--- src/rtl/control_pkg.sv ---
// Shared types and defaults for the recovery controller.
package control_pkg;

   localparam int ADDR_WIDTH_DEFAULT = 5;

   typedef enum logic [1:0] {
      IDLE,
      REPLAY,
      DONE
   } ctrl_state_t;

endpackage

--- src/rtl/control.sv ---
// Recovery controller: on an error, sweeps register addresses 0..NUM_REG-1
// one per cycle, then pulses done for one cycle and returns to idle.
module control
   import control_pkg::*;
#(
   parameter int ADDR_WIDTH = ADDR_WIDTH_DEFAULT,
   parameter int NUM_REG    = 2**ADDR_WIDTH
) (
   input  logic                  clk,
   input  logic                  rst_n,
   input  logic                  error_i,
   output logic [ADDR_WIDTH-1:0] replay_addr_o,
   output logic                  replay_valid_o,
   output logic                  busy_o,
   output logic                  done_o
);

   localparam logic [ADDR_WIDTH-1:0] LAST_ADDR = ADDR_WIDTH'(NUM_REG - 1);

   ctrl_state_t           state_reg, state_next;
   logic [ADDR_WIDTH-1:0] addr_reg, addr_next;
   logic                  valid_reg, valid_next;
   logic                  busy_reg, busy_next;
   logic                  done_reg, done_next;

   // Outputs for the next cycle are decoded alongside the next state so that
   // every output leaves the block straight from a flop.
   always_comb begin
      state_next = state_reg;
      addr_next  = addr_reg;
      valid_next = 1'b0;
      busy_next  = 1'b0;
      done_next  = 1'b0;
      unique case (state_reg)
         IDLE: begin
            addr_next = '0;
            if (error_i) begin
               state_next = REPLAY;
               valid_next = 1'b1;
               busy_next  = 1'b1;
            end
         end
         REPLAY: begin
            if (error_i) begin
               addr_next  = '0;
               valid_next = 1'b1;
               busy_next  = 1'b1;
            end else if (addr_reg == LAST_ADDR) begin
               // Termination is by compare; the address holds during DONE.
               state_next = DONE;
               busy_next  = 1'b1;
               done_next  = 1'b1;
            end else begin
               addr_next  = addr_reg + 1'b1;
               valid_next = 1'b1;
               busy_next  = 1'b1;
            end
         end
         DONE: begin
            addr_next = '0;
            if (error_i) begin
               state_next = REPLAY;
               valid_next = 1'b1;
               busy_next  = 1'b1;
            end else begin
               state_next = IDLE;
            end
         end
         default: begin
            state_next = IDLE;
            addr_next  = '0;
         end
      endcase
   end

   always_ff @(posedge clk or negedge rst_n) begin
      if (!rst_n) begin
         state_reg <= IDLE;
         addr_reg  <= '0;
         valid_reg <= 1'b0;
         busy_reg  <= 1'b0;
         done_reg  <= 1'b0;
      end else begin
         state_reg <= state_next;
         addr_reg  <= addr_next;
         valid_reg <= valid_next;
         busy_reg  <= busy_next;
         done_reg  <= done_next;
      end
   end

   assign replay_addr_o  = addr_reg;
   assign replay_valid_o = valid_reg;
   assign busy_o         = busy_reg;
   assign done_o         = done_reg;

endmodule

--- config.mk ---
export PLATFORM = sky130hd
export DESIGN_NAME = control
export DESIGN_NICKNAME = d
export VERILOG_FILES = /design/src/rtl/control_pkg.sv /design/src/rtl/control.sv
export SDC_FILE = /design/constraint.sdc
export NUM_CORES = 1
export LEC_CHECK = 0
export BUFFER_PORTS_ARGS = -buffer_cell sky130_fd_sc_hd__buf_2
export CORE_ASPECT_RATIO = 0.75
export CORE_MARGIN = 2
export CORE_UTILIZATION = 24
export DETAILED_ROUTE_END_ITERATION = 8
export HOLD_SLACK_MARGIN = 0.05
export SYNTH_ARGS = -nofsm -noshare
export SYNTH_HDL_FRONTEND = slang
export SYNTH_SLANG_ARGS = --single-unit
export TNS_END_PERCENT = 20
--- constraint.sdc ---
create_clock -name clk -period 1.47 [get_ports clk]
set_input_delay 0 -clock clk [delete_from_list [all_inputs] [get_ports clk]]
set_output_delay 0 -clock clk [all_outputs]
set_load 0.02 [all_outputs]
==> results.md, run 1 <==
- #FFs+latches synth: 10
- DR vias: 296
- Hold endpoint: busy_o
- TritonRoute pass-1 iters: 1
- Number of global-route vias before repair: 321
- First-pass GRT wire length: 1.469 mm
- Crit. End Element: flip-flop
- Fmax: 0.6940 GHz
- Hold path cells: 3
- Overall Power: 0.0005955 W
- Outcome: finished clean
- Synth Instances: 35
- Largest net degree at the start of global routing: 11
- Initial antenna violation count: 0
- Crit path largest cell delay: 430 ps
- Sequential share of the synthesized area: 0.5882
- Yosys top cell by area: dfrtp_1
- Core area: 0.001708 mm²
- FILL cells: 184
- Post-Route Setup TNS: 0 ps
- Via/cell ratio: 3.947
- FF-to-FF End: replay_addr_o[3]
- Final hold viol count: 0
- Slowest CP cell: dfrtp_2
- CTS tree: yes
- Reg2reg start: replay_addr_o[0]
- Slew at the pin closest to its max-slew limit: 274.4 ps
- Layout Nets: 59
- CTS Buf Count: 3
- Die W: 52.62 µm
- Num rows: 13
- Netlist Area Pre-Place: 425.4 µm²
- Synth area leaders: dfrtp_1 (59%), nor2_1 (6.2%), ha_1 (5.9%), mux2i_1 (4.7%), xor2_1 (4.1%)
- Total track usage: 0.1029
- Worst Hold Class: in -> reg
- Pleak: 0.2741 nW
- Max FFs per register: 5
- Clock Root Buffer: clkbuf_4
- Setup violators final: 0
- Final HPWL DP: 658.8 µm
- H-tree levels: 1
- First-iteration detailed-routing DRC count: 0
- Clk Latency, worst-skew pair: 270 ps
- MaxCap Viol Count: 0
- Routability cong.: 0.7409
- Yosys warns: 0
- Setup crit start kind: flip-flop
- Clock transition at the registers of the reported paths: 70 ps
- Worst setup path category: reg -> reg
- Initial core utilization: 0.2491
- Mapped Nets: 40
- R2r worst-path depth: 6
- GRT overflow: 0
- Max clock buf depth: 2
- Syn_area_per_cell: 12.15 µm²
- Die H: 40.46 µm
- PwrDens: 985.4 mW/mm²
- Layout Skew: 7.150 ps
- Final Util: 0.3538
- Antenna diode count: 0
- Reg-to-reg slack, setup: 30 ps
- Die area: 0.002129 mm²
- Crit path DAT: 1630 ps
- Cell chain of the critical path: ha_4 > and3_4 > ha_4 > nand4b_1 > xor2_1 > nor2_1
- Detailed Route WL: 816 µm
- Worst VDD drop: 0.7339 mV
- Sink Count: 10
- Post-synth cell types: 15
- Layout cell share with drive strength beyond 1: 0.4717
- Critical Path RT: 1660 ps
- Critical Path Fanout Max: 5
- Hold Startpoint: error_i
- Final period utilization: 0.9803
- Slew Viols, Final: 0
- I/O Pins: 11
- Port-buffer cells: 10
- Crit path time final: 1441 ps
- DRC errors left: 0
- Top-area cell type share of the netlist area: 0.5882
- Most frequent CP cell: ha_4
- Routed length per instance: 10.88 µm
- RSZ-0062 raised after global routing: true
- Area Growth Syn to Fin: 42.06%
- Antenna-violating nets left: 0
- Slew headroom: 0.8171
worst max-delay path by stage:
stage                          start          endpoint  slack (ps)  depth (start not counted)
detailed placement  replay_addr_o[0]  replay_addr_o[3]           4                          6
global route        replay_addr_o[0]  replay_addr_o[3]         -40                          6
floorplan           replay_addr_o[0]  replay_addr_o[3]        -110                          7
global placement    replay_addr_o[1]  replay_addr_o[3]          40                          6
finish              replay_addr_o[0]  replay_addr_o[3]          30                          6
CTS                 replay_addr_o[0]  replay_addr_o[3]           2                          6
where the power goes:
part	total (W)	internal (W)	switching, W
clock network	0.000242	0.000150	0.0000920
logic	0.0000640	0.0000288	0.0000352
registers	0.000289	0.000283	0.00000638
total	0.000595	0.000462	0.000134
placed cells by master (no fill, tap or decap):
cell	instances
nor2_1	7
dlygate4sd3_1	1
xor2_1	2
buf_2	10
mux2i_1	2
and3_4	1
a311oi_2	1
or3b_1	1
ha_4	2
a21oi_1	2
nand4b_1	1
inv_1	1
nand2b_1	1
clkbuf_4	3
and2_1	2
buf_4	5
clkbuf_8	1
dfrtp_1	8
dfrtp_2	2
worst max-delay path: cells and delay by family (launching register included):
kind	cells	cell delay (ps)
simple gates	3	460
flops	1	430
fa+ha+maj	2	330
xor+xnor	1	150
final cells by class:
cell class	count	area, µm²	area share
flip-flops and latches	10	252.7	0.4182
inverters	1	3.754	0.006211
repair buffers	16	97.59	0.1615
multi-input cells	22	186.4	0.3085
clock buffers	4	36.28	0.06004
well taps	22	27.53	0.04555
per-layer routing:
| metal | global-route usage | vias to the layer above | share of wire |
|---|---|---|---|
| met5 | 0 | - | 0 |
| met4 | 0 | 0 | 0 |
| met1 | 0.1326 | 134 | 0.47 |
| met2 | 0.1625 | 11 | 0.44 |
| met3 | 0.05597 | 0 | 0.081 |
| li1 | - | 151 | - |
synthesized netlist by cell type (all sizes together):
library cell and n:
nand4b 1, buf 1, nor2 7, or3b 1
and2 2, a311oi 1, ha 2, mux2i 2
and3 1, clkbuf 1, a21oi 2, inv 1
nand2b 1, dfrtp 10, xor2 2
metrics by stage:
step	std cells	hold slack, ps	setup slack (ps)	area [µm²]
global placement	69	-131.4	40.72	540.5
detailed placement	69	-129.0	3.680	540.5
floorplan	35	-295.6	-108.1	457.9
finish	75	60.55	29.00	604.3
global route	75	113.9	-42.21	604.3
CTS	75	60.45	2.397	604.3
cell families after synthesis:
group / synth area share
and+or+nand+nor: 0.1618
DFF: 0.5882
AOI/OAI and AO/OA: 0.05881
buffers and inverters: 0.04410
xor gates and xnor gates: 0.04118
muxes: 0.04706
adders and majority gates: 0.05881
timing repair:
action                                 CTS  global route
setup endpoints to repair                2             3
hold buffers                             1             0
endpoints found under the hold margin   10             0
setup buffers                            1             0
pin swaps                                2             4
resized for setup                        1             0
(Power assumes the default switching activity.)
==> run 2, diff against run 1 <==
- ABC_AREA: unset -> 1
==> run 2 against run 1 <==
  * Combinational power up 81%
  * Synthesized area up 1.8%
  * Critical path depth up 1
  * Total power up 5.6%
  * Global-route usage down 0.39 points
  * Die area up 1.6%
  * Final cell count up 12%
  * Register-to-register slack about the same
  * Count of clock-buffer cells in the layout unchanged
  * Worst setup slack better by 7.1 ps
  * Clock skew up 6.6 ps
  * Critical endpoint is now replay_addr_o[2]
==> results.md, run 2 <==
- Outcome: finished clean
- Layout Nets: 68
- Initial core utilization: 0.2535
- Area Growth Syn to Fin: 37.28%
- Antenna-violating nets left: 0
- Layout Skew: 13.73 ps
- Number of enable flip-flop cells after synthesis: 0
- Final hold viol count: 0
- Antenna diode count: 0
- Total track usage: 0.09895
- H-tree levels: 1
- Pleak: 0.2898 nW
- Pre-CTS setup slack: 12.57 ps
- Mapped Nets: 49
- Syn_area_per_cell: 9.839 µm²
- Final Util: 0.3480
- Worst setup path category: reg -> reg
- Layout cell share with drive strength beyond 1: 0.3871
- Commonest non-fill, non-tap cell in the layout: buf_2
- Crit path time final: 1434 ps
- Switching power: 0.0001826 W
- Dpl cells: 77
- Core area: 0.001708 mm²
- Fraction of registers with async set/reset: 1.000
- Routability cong.: 0.7378
- Fin worst setup slack: 36.13 ps
- Design area: 594.3 µm²
- Cell-internal power: 0.0004461 W
- Top-area cell type share of the netlist area: 0.5780
- DRC errors left: 0
- #FFs+latches synth: 10
- First-iteration detailed-routing DRC count: 5
- Max clock buf depth: 2
- Initial antenna violation count: 0
- Critical Path RT: 1640 ps
- Crit. End Element: flip-flop
- First-pass GRT wire length: 1.338 mm
- Routed length per instance: 9.940 µm
- Worst VDD drop: 0.3769 mV
- Fmax: 0.6974 GHz
- Clock Root Buffer: clkbuf_4
- Seq pwr share: 0.492
- Synth Instances: 44
- Sw Ratio: 0.2904
- Num rows: 13
- Setup violators final: 0
- Sequential share of the synthesized area: 0.5780
- Critical Path Fanout Max: 6
- Final period utilization: 0.9754
- Number of global-route vias before repair: 297
- Yosys top cell by area: dfrtp_1
- Slew Viols, Final: 0
- Main flop type after synthesis: dfrtp_1
- Clk pwr share: 0.324
- TritonRoute pass-1 iters: 3
- Area of placed instances: 523.0 µm²
- R2r worst-path depth: 7
- Yosys warns: 0
- Die W: 53.04 µm
- Via/cell ratio: 4.262
- Commonest cells post-synth: dfrtp_1 (10), nand3_1 (8), nand2_1 (7)
- PwrDens: 1058 mW/mm²
- DR vias: 358
- Post-route insts no fill: 84
- Max FFs per register: 5
- CTS tree: yes
- Synth area leaders: dfrtp_1 (58%), nand3_1 (9.2%), nand2_1 (6.1%), ha_1 (5.8%), o21a_1 (3.5%)
- Commonest non-fill, non-tap cells in the layout: buf_2 (10), nand3_1 (8), dfrtp_1 (8)
- Die area: 0.002163 mm²
- Sink Count: 10
- MaxCap Viol Count: 0
- I/O Pins: 11
- Slew headroom: 0.8548
- Post-synth cell types: 13
- GRT overflow: 0
- Final HPWL DP: 550.5 µm
- Die H: 40.78 µm
- Port-buffer cells: 10
- Most frequent cell after synthesis: dfrtp_1
- Setup crit start kind: flip-flop
- Detailed Route WL: 835 µm
- Largest net degree at the start of global routing: 11
- CTS Buf Count: 3
- Clock transition at the registers of the reported paths: 70 ps
- Crit path DAT: 1600 ps
- Worst Hold Class: in -> async
- Slew at the pin closest to its max-slew limit: 217.8 ps
- Clk Latency, worst-skew pair: 270 ps
- Combinational share of power: 0.184
- Fin Hold WS: 101.8 ps
- Netlist Area Pre-Place: 432.9 µm²
## run 2: cell count changes after synthesis, sizes merged, moves of 3 or more
cell,previous run,this run
nand2,0,7
inv,1,5
nor2,7,4
nand3,0,8
## run 2: through the flow
stage,TNS [ps],total power (W)
CTS,-18.14,0.0006338
global placement,0,0.0004249
finish,0,0.0006287
global route,-44.49,0.0006707
detailed placement,0,0.0004245
floorplan,0,0.0003805
## run 2: final timing paths
path / from / to / slack (ps)
max: replay_addr_o[0] / replay_addr_o[2] / 40
min: rst_n / replay_addr_o[0] / 100
max reg2reg: replay_addr_o[0] / replay_addr_o[2] / 40
min reg2reg: state_reg[0] / busy_o / 480
max in group asynchronous: rst_n / replay_addr_o[4] / 1170
min in group clk: state_reg[0] / busy_o / 480
## run 2: logic make-up after synthesis
kind of cell | after synthesis | synth area share
AO/OA/AOI/OAI | 5 | 0.07803
adder cells (fa/ha/maj) | 2 | 0.05779
buffers and inverters | 5 | 0.04336
flip-flops | 10 | 0.5780
AND/OR/NAND/NOR | 22 | 0.2428
## run 2: worst max-delay path: stages, from the launching register on
cell and delay [ps]:
dfrtp_2 430, ha_2 210, and3_1 200, ha_4 200, inv_4 70, nand3_1 80, nand2_1 90, nor2_1 40
## run 2: power by group through the flow
stage          clock [W]  combinational, W  sequential [W]
2_1_floorplan          0         0.0000434        0.000337
3_3_place_gp           0          0.000110        0.000315
3_5_place_dp           0          0.000110        0.000315
4_1_cts         0.000210          0.000114        0.000310
5_1_grt         0.000229          0.000129        0.000312
6_report        0.000203          0.000116        0.000310
## run 2: cell type report
type                       count  area [µm²]
inverter                       5       21.27
tap                           22       27.53
clock buffer                   4       26.28
timing repair buffer          13       77.57
multi-input combinational     29       181.4
fill                         178        1114
sequential                    10       252.7
timing repair inverter         1       7.507
## run 2: routing by layer
metal | vias to the layer above | wire (µm) | GRT usage | share of wire
li1 | 184 | - | - | -
met1 | 163 | 373 | 0.1141 | 0.45
met2 | 6 | 388 | 0.1375 | 0.46
met3 | 5 | 33 | 0.04380 | 0.040
met4 | 0 | 39 | 0.09615 | 0.047
met5 | - | 0 | 0 | 0
## run 2: what timing repair did
item                                   in CTS  in global routing
pin swaps                                   0                  0
hold buffers                                2                  0
endpoints found under the hold margin      13                  0
setup buffers                               0                  0
setup endpoints to repair                   2                  3
gates resized for setup                     0                  4
cloned                                      0                  1
==> run 3, diff against run 2 <==
- CORE_AREA: unset -> 2 2 39 41
- CORE_ASPECT_RATIO: 0.75 -> unset
- CORE_MARGIN: 2 -> unset
- CORE_UTILIZATION: 24 -> unset
- DIE_AREA: unset -> 0 0 41 43
==> run 3 against run 2 <==
  * Core utilization rose by 8.9 points
  * Global-route usage rose by 3.7 points
  * First-iteration DRC count fell by 40%
  * Critical path type unchanged
  * Critical endpoint is now replay_addr_o[3]
  * Largest cell class unchanged
  * Maximum frequency rose by 3.9%
  * Register-to-register slack improved by 50 ps
  * Critical path depth did not move
  * Die area fell by 18%
==> results.md, run 3 (synthesized netlist as in run 2, its figures left out) <==
- DR vias: 371
- MaxCap Viol Count: 0
- Slew headroom: 0.8475
- Initial core utilization: 0.3128
- Sink Count: 10
- Outcome: finished clean
- Slew Viols, Final: 0
- Initial antenna violation count: 0
- Die area: 0.001763 mm²
- Routed length per instance: 11.64 µm
- Layout Skew: 6.650 ps
- Final HPWL DP: 639.6 µm
- Layout cell share with drive strength beyond 1: 0.4063
- Die H: 43 µm
- Postcts setup bufs: 0
- Largest net degree at the start of global routing: 11
- Clk Latency, worst-skew pair: 270 ps
- Commonest non-fill, non-tap cell in the layout: buf_2
- RSZ-0062 raised after global routing: false
- Via/cell ratio: 4.638
- Fin worst setup slack: 89.55 ps
- Port-buffer cells: 10
- Worst Hold Class: in -> async
- Pleak: 0.3005 nW
- GRT overflow: 0
- PwrDens: 1053 mW/mm²
- Critical Path Fanout Max: 6
- Pre-CTS setup slack: 47.02 ps
- First-pass GRT wire length: 1.531 mm
- Setup violators final: 0
- Setup crit start kind: flip-flop
- Detailed Route WL: 931 µm
- Number of global-route vias before repair: 365
- I/O Pins: 11
- Num rows: 14
- Max FFs per register: 5
- Crit. End Element: flip-flop
- Antenna-violating nets left: 0
- Clock Root Buffer: clkbuf_4
- Total track usage: 0.1360
- Layout Nets: 70
- Clock transition at the registers of the reported paths: 70 ps
- H-tree levels: 1
- Core area: 0.001384 mm²
- Fmax: 0.7244 GHz
- Final period utilization: 0.9391
- Die W: 41 µm
- First-iteration detailed-routing DRC count: 3
- R2r worst-path depth: 7
- TritonRoute pass-1 iters: 5
- Commonest non-fill, non-tap cells in the layout: buf_2 (10), nand3_1 (8), dfrtp_1 (8)
- Max clock buf depth: 2
- Area Growth Syn to Fin: 39.60%
- Worst VDD drop: 0.4089 mV
- CTS Buf Count: 3
- CTS tree: yes
- DRC errors left: 0
- Routability cong.: 0.6853
- Post-Route Setup TNS: 0 ps
- Critical Path RT: 1630 ps
- Crit path time final: 1380 ps
- Final hold viol count: 0
- Slew at the pin closest to its max-slew limit: 228.8 ps
- Antenna diode count: 0
- Crit path DAT: 1540 ps
- Worst setup path category: reg -> reg
## run 3: critical path, cell delays in order, from the launching register on
cell	delay [ps]
dfrtp_2	400
ha_1	220
and3_4	190
ha_4	190
nor2_2	100
nand3_1	70
nand2_1	70
nor2_1	40
## run 3: path summary, 6_finish.rpt
path	start	slack [ps]	end
worst max-delay path	replay_addr_o[0]	90	replay_addr_o[3]
worst min-delay path	rst_n	120	replay_addr_o[2]
worst max register to register	replay_addr_o[0]	90	replay_addr_o[3]
worst min register to register	state_reg[0]	480	busy_o
max in group asynchronous	rst_n	1150	replay_addr_o[1]
min in group clk	state_reg[0]	480	busy_o
## run 3: metal layers
| layer | vias to the layer above | part of all wire | track usage |
|---|---|---|---|
| met5 | - | 0 | 0 |
| met4 | 0 | 0.023 | 0.1200 |
| met3 | 2 | 0.041 | 0.03141 |
| met2 | 12 | 0.50 | 0.1813 |
| met1 | 171 | 0.44 | 0.1733 |
| li1 | 186 | - | - |
## run 3: what timing repair did
action,4_1_cts,5_1_grt
hold endpoints to repair,13,0
gates resized for setup,0,4
setup endpoints to repair,0,2
hold buffers,2,0
## run 3: report_power, final
part	internal (W)	switching (W)	leakage, nW
Sequential	0.000296	0.0000106	0.121
Combinational	0.0000504	0.0000761	0.164
Clock	0.000105	0.0000980	0.0150
## run 3: final cells by class
cell class | instances | area (µm²)
Multi-Input combinational cell | 29 | 183.9
Timing Repair Buffer | 15 | 92.59
Fill cell | 142 | 779.5
Timing Repair inverter | 1 | 7.507
Sequential cell | 10 | 252.7
Tap cell | 16 | 20.02
Clock buffer | 4 | 26.28
Inverter | 5 | 21.27
## run 3: stage by stage
stage          hold WS, ps  cells  instance area [µm²]  total power, W  utilization
2_1_floorplan       -295.6     44                437.9       0.0003805            -
3_3_place_gp        -129.0     73                530.5       0.0004313       0.3834
3_5_place_dp        -127.6     73                530.5       0.0004342       0.3834
4_1_cts              118.4     79                576.8       0.0006388       0.4168
5_1_grt              153.0     80                604.3       0.0006735       0.4367
6_report             117.0     80                604.3       0.0006365       0.4367
